**config.mk**
```make
export PLATFORM = sky130hd
export DESIGN_NAME = pixel_dispatcher_flat
export DESIGN_NICKNAME = d
export VERILOG_FILES = /design/src/rtl/pixel_dispatcher_if.sv /design/src/rtl/pixel_dispatcher.sv /design/src/flat_wrapper.sv
export SDC_FILE = /design/constraint.sdc
export NUM_CORES = 1
export LEC_CHECK = 0
export BUFFER_PORTS_ARGS = -buffer_cell sky130_fd_sc_hd__buf_2
export CAP_MARGIN = 20
export CORE_AREA = 2 2 99 101
export DETAILED_ROUTE_END_ITERATION = 12
export DIE_AREA = 0 0 101 103
export SLEW_MARGIN = 5
export SYNTH_ARGS = -nofsm -noshare
export SYNTH_HDL_FRONTEND = slang
export SYNTH_SLANG_ARGS = --single-unit
```
**constraint.sdc**
```tcl
create_clock -name aclk -period 4 [get_ports aclk]
set_clock_uncertainty 0.15 [all_clocks]
set_input_delay 0.6 -clock aclk [delete_from_list [all_inputs] [get_ports aclk]]
set_output_delay 0.6 -clock aclk [all_outputs]
set_load 0.01 [all_outputs]
```
**src/rtl/pixel_dispatcher_if.sv**
```systemverilog
// Work-item bus between the pixel dispatcher and the compute cores.
// One valid/ready pair per core; x, y, sof and eol are a shared bus that is
// qualified by whichever core_valid bit is high.
//   core_valid : dispatcher -> cores, per-core item valid (at most one bit high)
//   core_ready : cores -> dispatcher, per-core ready
//   core_x/y   : pixel coordinates of the presented item
//   core_sof   : item is pixel (0,0)
//   core_eol   : item is the last pixel of its row
interface pixel_dispatcher_if #(
  parameter int unsigned MAX_CORES = 2,
  parameter int unsigned COORD_W   = 13
);
  logic [MAX_CORES-1:0] core_valid;
  logic [MAX_CORES-1:0] core_ready;
  logic [COORD_W-1:0]   core_x;
  logic [COORD_W-1:0]   core_y;
  logic                 core_sof;
  logic                 core_eol;

  modport master (
    output core_valid,
    output core_x,
    output core_y,
    output core_sof,
    output core_eol,
    input  core_ready
  );

  modport slave (
    input  core_valid,
    input  core_x,
    input  core_y,
    input  core_sof,
    input  core_eol,
    output core_ready
  );
endinterface

```
**src/rtl/pixel_dispatcher.sv**
```systemverilog
// Pixel dispatcher: issues (x, y, sof, eol) work items to the compute cores in
// raster order and strict round-robin, so core N receives every
// (active+1)-th pixel starting at pixel N.
// Ports:
//   aclk, areset       : clock, synchronous active-high reset
//   start              : frame start request, honoured only when idle
//   image_width/height : frame size, latched on an accepted start
//   no_of_extra_cores  : active cores minus one, clamped to MAX_CORES-1
//   core_bus           : per-core valid/ready plus shared item bus (master side)
//   busy               : accepted start until frame_done
//   frame_done         : one-cycle pulse after the last item is accepted
// Optional build macro PIXEL_DISPATCH_LOOP_EN: frames repeat continuously with
// the latched dimensions until reset.
module pixel_dispatcher #(
  parameter int unsigned MAX_CORES = 2,
  parameter int unsigned COORD_W   = 13
) (
  input  logic                  aclk,
  input  logic                  areset,
  input  logic                  start,
  input  logic [COORD_W-1:0]    image_width,
  input  logic [COORD_W-1:0]    image_height,
  input  logic [2:0]            no_of_extra_cores,
  pixel_dispatcher_if.master    core_bus,
  output logic                  busy,
  output logic                  frame_done
);

  localparam int unsigned CurW = (MAX_CORES > 1) ? $clog2(MAX_CORES) : 1;

  typedef enum logic [1:0] {StIdle, StIssue, StDone} state_e;

  state_e             state_q;
  logic [COORD_W-1:0] width_q;
  logic [COORD_W-1:0] height_q;
  logic [COORD_W-1:0] x_q;
  logic [COORD_W-1:0] y_q;
  logic [CurW-1:0]    cur_q;
  logic [CurW-1:0]    active_q;

  logic [CurW-1:0]    active_clamp;
  logic [CurW-1:0]    cur_next;
  logic [COORD_W-1:0] x_next;
  logic [COORD_W-1:0] y_next;
  logic               x_wrap;
  logic               last_item;
  logic               handshake;

  assign core_bus.core_x = x_q;
  assign core_bus.core_y = y_q;

  always_comb begin
    active_clamp = CurW'(no_of_extra_cores);
    if (32'(no_of_extra_cores) > MAX_CORES - 1) begin
      active_clamp = CurW'(MAX_CORES - 1);
    end
    x_wrap    = (x_q == width_q - COORD_W'(1));
    last_item = x_wrap && (y_q == height_q - COORD_W'(1));
    x_next    = x_wrap ? '0 : x_q + COORD_W'(1);
    y_next    = x_wrap ? y_q + COORD_W'(1) : y_q;
    cur_next  = (cur_q == active_q) ? '0 : cur_q + CurW'(1);
    // Only bit cur_q of core_valid is ever set, so the AND picks the selected
    // core's ready and ignores the others.
    handshake = (state_q == StIssue) && |(core_bus.core_valid & core_bus.core_ready);
  end

  always_ff @(posedge aclk) begin
    if (areset) begin
      state_q             <= StIdle;
      width_q             <= '0;
      height_q            <= '0;
      x_q                 <= '0;
      y_q                 <= '0;
      cur_q               <= '0;
      active_q            <= '0;
      core_bus.core_valid <= '0;
      core_bus.core_sof   <= 1'b0;
      core_bus.core_eol   <= 1'b0;
      busy                <= 1'b0;
      frame_done          <= 1'b0;
    end else begin
      frame_done <= 1'b0;
      unique case (state_q)
        StIdle: begin
          if (start && (image_width != '0) && (image_height != '0)) begin
            state_q             <= StIssue;
            width_q             <= image_width;
            height_q            <= image_height;
            active_q            <= active_clamp;
            x_q                 <= '0;
            y_q                 <= '0;
            cur_q               <= '0;
            core_bus.core_valid <= MAX_CORES'(1);
            core_bus.core_sof   <= 1'b1;
            core_bus.core_eol   <= (image_width == COORD_W'(1));
            busy                <= 1'b1;
          end
        end
        StIssue: begin
          if (handshake) begin
            if (last_item) begin
              state_q             <= StDone;
              core_bus.core_valid <= '0;
              frame_done          <= 1'b1;
`ifndef PIXEL_DISPATCH_LOOP_EN
              busy                <= 1'b0;
`endif
            end else begin
              x_q                 <= x_next;
              y_q                 <= y_next;
              cur_q               <= cur_next;
              core_bus.core_valid <= MAX_CORES'(1) << cur_next;
              core_bus.core_sof   <= 1'b0;
              core_bus.core_eol   <= (x_next == width_q - COORD_W'(1));
            end
          end
        end
        StDone: begin
`ifdef PIXEL_DISPATCH_LOOP_EN
          // Restart the same frame immediately from the latched dimensions.
          state_q             <= StIssue;
          x_q                 <= '0;
          y_q                 <= '0;
          cur_q               <= '0;
          core_bus.core_valid <= MAX_CORES'(1);
          core_bus.core_sof   <= 1'b1;
          core_bus.core_eol   <= (width_q == COORD_W'(1));
`else
          state_q <= StIdle;
`endif
        end
        default: state_q <= StIdle;
      endcase
    end
  end

endmodule

```
**src/flat_wrapper.sv**
```systemverilog
// flat-port wrapper written by rule: the top's interface ports become plain ports
module pixel_dispatcher_flat 
#(
  parameter int unsigned MAX_CORES = 2,
  parameter int unsigned COORD_W   = 13
)
  (aclk, areset, start, image_width, image_height, no_of_extra_cores, busy, frame_done, core_bus_core_valid, core_bus_core_x, core_bus_core_y, core_bus_core_sof, core_bus_core_eol, core_bus_core_ready);
  pixel_dispatcher_if #(.MAX_CORES(MAX_CORES), .COORD_W(COORD_W)) core_bus_i ();
  input  logic aclk;
  input  logic areset;
  input  logic start;
  input  logic [COORD_W-1:0] image_width;
  input  logic [COORD_W-1:0] image_height;
  input  logic [2:0] no_of_extra_cores;
  output logic busy;
  output logic frame_done;
  output wire logic [$bits(core_bus_i.core_valid)-1:0] core_bus_core_valid;
  output wire logic [$bits(core_bus_i.core_x)-1:0] core_bus_core_x;
  output wire logic [$bits(core_bus_i.core_y)-1:0] core_bus_core_y;
  output wire logic [$bits(core_bus_i.core_sof)-1:0] core_bus_core_sof;
  output wire logic [$bits(core_bus_i.core_eol)-1:0] core_bus_core_eol;
  input wire logic [$bits(core_bus_i.core_ready)-1:0] core_bus_core_ready;
  assign core_bus_core_valid = core_bus_i.core_valid;
  assign core_bus_core_x = core_bus_i.core_x;
  assign core_bus_core_y = core_bus_i.core_y;
  assign core_bus_core_sof = core_bus_i.core_sof;
  assign core_bus_core_eol = core_bus_i.core_eol;
  assign core_bus_i.core_ready = core_bus_core_ready;
  pixel_dispatcher #(.MAX_CORES(MAX_CORES), .COORD_W(COORD_W)) u_core (.aclk(aclk), .areset(areset), .start(start), .image_width(image_width), .image_height(image_height), .no_of_extra_cores(no_of_extra_cores), .core_bus(core_bus_i), .busy(busy), .frame_done(frame_done));
endmodule
```
==> impl_metrics.json <==
{
  "grt_pass1_vias": 3767,
  "die_area_sq_um": 10400,
  "worstMarginPinSlew_ns": 0.9982,
  "maxSlewViolCount": 0,
  "netlist_area_sq_um": 4084,
  "rows": 36,
  "critPathSlowestCell": "or3_1",
  "layout_common_cells": "65 x buf_2, 62 x dfxtp_1, 59 x nor2_1",
  "clock_sinks": 62,
  "areaGrowthSynthToFinish_pct": 15.23,
  "gr-total-overflow": 0,
  "place_ws_ns": 0.1781,
  "final_common_cell": "buf_2",
  "syn_area_per_cell_sq_um": 7.976,
  "core_sq_um": 9459,
  "dieHeight_um": 103,
  "clockBufferDepth": 2,
  "crit_path_end_kind": "flop",
  "yosysWarnings": 0,
  "synth_seq_cells": 62,
  "crit_arrival_ns": 3.81,
  "synth_cell_type_count": 64,
  "rsz0062_at_grt": "false",
  "grt_max_degree": 54,
  "clk_pin_slew_worst_paths_ns": 0.07,
  "worstSetupPathType": "flop to flop",
  "synthArstFlopShare": 0,
  "nFillCells": 961,
  "hpwl_mm": 8.717,
  "numCtsBuffers": 9,
  "antenna_found_initial": 0,
  "insertion_delay_ns": 0.36,
  "grt_use_total": 0.2297,
  "gp_routability_congestion": 0.8317,
  "synth_nets": 550,
  "drc_errors": 0,
  "p_leak_uw": 0.001947,
  "max-slew-margin-rel": 0.3345,
  "max_freq_mhz": 268.2,
  "root_buffer": "clkbuf_8",
  "min_path_type": "flop to flop",
  "cp_num_buf_inv": 1,
  "maxCapViolations": 0,
  "grt_pass1_wl_mm": 18.54,
  "crit_fanout": 15,
  "path_cells": "inv_1 -> ha_1 -> or3b_2 -> o31ai_1 -> o211ai_1 -> or4_1 -> or3_1 -> o31a_2 -> nand3_1 -> xor2_1 -> nor2_1",
  "synth_edf_count": 0,
  "die_w_um": 101,
  "viasPerCell": 5.845,
  "layout_setup_ws_ns": 0.2716,
  "start_util": 0.4317,
  "ant_nets": 0,
  "status": "complete, no violations",
  "yosysSeqAreaShare": 0.3039,
  "hold_violations": 0,
  "wl_mm": 11.59,
  "period_needed_ns": 3.728,
  "diodes": 0,
  "synth_cells": 512,
  "p_per_area_nw_per_um2": 340.3,
  "ios": 66,
  "setup_viol": 0,
  "synthFlopType": "dfxtp_1",
  "cts_hold_buf": 0,
  "wl_per_cell_um": 16.89,
  "start_kind": "flop",
  "portBuffers": 65,
  "required_ns": 4.09,
  "layout.nets": 606,
  "min_period_over_period": 0.9321,
  "drive_above_1_share": 0.1853,
  "vdd_drop_max_mv": 0.1663,
  "max_stage_delay_ns": 0.54,
  "crit_family": "simple AND/OR/NAND/NOR gates",
  "fin_tns_setup_ns": 0,
  "tritoncts": "done",
  "drt_iter0_markers": 232,
  "cts_max_level": 3,
  "via_count": 4010,
  "drt_pre_antenna_iters": 4
}
-- registers in the layout (all words and copies together), names as in the netlist --
name and count:
u_core.core_bus.core_sof 1, u_core.width_q 13, u_core.height_q 13, u_core.state_q 2
u_core.core_bus.core_x 13, u_core.core_bus.core_valid 2, u_core.core_bus.core_eol 1, u_core.core_bus.core_y 13
u_core.cur_q 1, u_core.active_q 1, u_core.frame_done 1, u_core.busy 1
-- cell usage after synthesis, types with 5 or more instances --
| library cell | number | area [sq um] |
|---|---|---|
| nand2_1 | 37 | 138.9 |
| dfxtp_1 | 62 | 1241 |
| o31ai_1 | 9 | 67.56 |
| nor3_1 | 20 | 100.1 |
| buf_2 | 8 | 40.04 |
| nor2_1 | 59 | 221.5 |
| nand3_1 | 24 | 120.1 |
| nand2b_1 | 10 | 62.56 |
| inv_1 | 15 | 56.30 |
| o21ai_0 | 11 | 55.05 |
| or4_1 | 6 | 45.04 |
| xnor2_1 | 36 | 315.3 |
| mux2i_1 | 26 | 260.3 |
| a21oi_1 | 28 | 140.1 |
| and3_1 | 5 | 31.28 |
| nand4_1 | 7 | 43.79 |
| clkbuf_1 | 21 | 78.83 |
| nor4_1 | 16 | 100.1 |
| xor2_1 | 21 | 183.9 |
| or3_1 | 11 | 68.82 |
-- routing by layer --
layer,GRT usage,wire length (um)
met1,0.2799,5030
met2,0.3928,5556
met3,0.04475,640
met4,0.1060,360
met5,0,0
-- where the power goes --
| group | internal (uW) | total (uW) | switching, uW |
|---|---|---|---|
| clock network | 299 | 561 | 262 |
| registers | 640 | 674 | 33.8 |
| logic | 162 | 366 | 204 |
| total | 1100 | 1600 | 500 |
-- through the flow --
| step | hold WS (ns) | power, uW | utilization | instances | area (sq um) |
|---|---|---|---|---|---|
| 2_1_floorplan | 0.2812 | 955.4 | - | 512 | 4084 |
| 3_3_place_gp | 0.3102 | 1039 | 0.4742 | 668 | 4486 |
| 3_5_place_dp | 0.3145 | 1046 | 0.4742 | 668 | 4486 |
| 4_1_cts | 0.3243 | 1599 | 0.4942 | 683 | 4674 |
| 5_1_grt | 0.3384 | 1679 | 0.4975 | 686 | 4706 |
| 6_report | 0.3177 | 1601 | 0.4975 | 686 | 4706 |
-- area by class of cell --
type	count	area, sq um	share of cell area
repair buffers	78	422.9	0.08987
multi-input cells	402	2654	0.5639
flip-flops and latches	62	1241	0.2638
clock inverters	4	47.55	0.01010
well taps	114	142.6	0.03031
inverters	15	56.30	0.01196
clock buffers	11	141.4	0.03005
-- cells by family after synthesis --
logic type	Yosys count	synth area share
AOI/OAI and AO/OA	94	0.1572
xor gates and xnor gates	59	0.1336
adders and majority gates	4	0.01226
buffers and inverters	48	0.05116
DFF	62	0.3039
muxes	26	0.06373
and+or+nand+nor	219	0.2782
-- path summary, 6_finish.rpt --
kind	start	endpoint	slack (ns)	depth (start not counted)
hold / removal	u_core.core_bus.core_sof$_SDFFE_PP0P_	u_core.core_bus.core_sof$_SDFFE_PP0P_	0.32	2
setup reg to reg	u_core.width_q[0]$_SDFFE_PP0P_	u_core.core_bus.core_y[5]$_SDFFE_PP0P_	0.27	11
hold reg to reg	u_core.core_bus.core_sof$_SDFFE_PP0P_	u_core.core_bus.core_sof$_SDFFE_PP0P_	0.32	2
setup / recovery	u_core.width_q[0]$_SDFFE_PP0P_	u_core.core_bus.core_y[5]$_SDFFE_PP0P_	0.27	11
-- worst register-to-register path: stages (launching register included) --
cell,delay (ns)
dfxtp_1,0.37
inv_1,0.10
ha_1,0.19
or3b_2,0.53
o31ai_1,0.24
o211ai_1,0.11
or4_1,0.52
or3_1,0.54
o31a_2,0.50
nand3_1,0.14
xor2_1,0.16
nor2_1,0.05
-- what timing repair did --
item                       CTS  global route
setup endpoints to repair    0            19
resized for setup            0             2
buffers inserted             0             3
No activity file was read; power rests on OpenSTA's default activity.
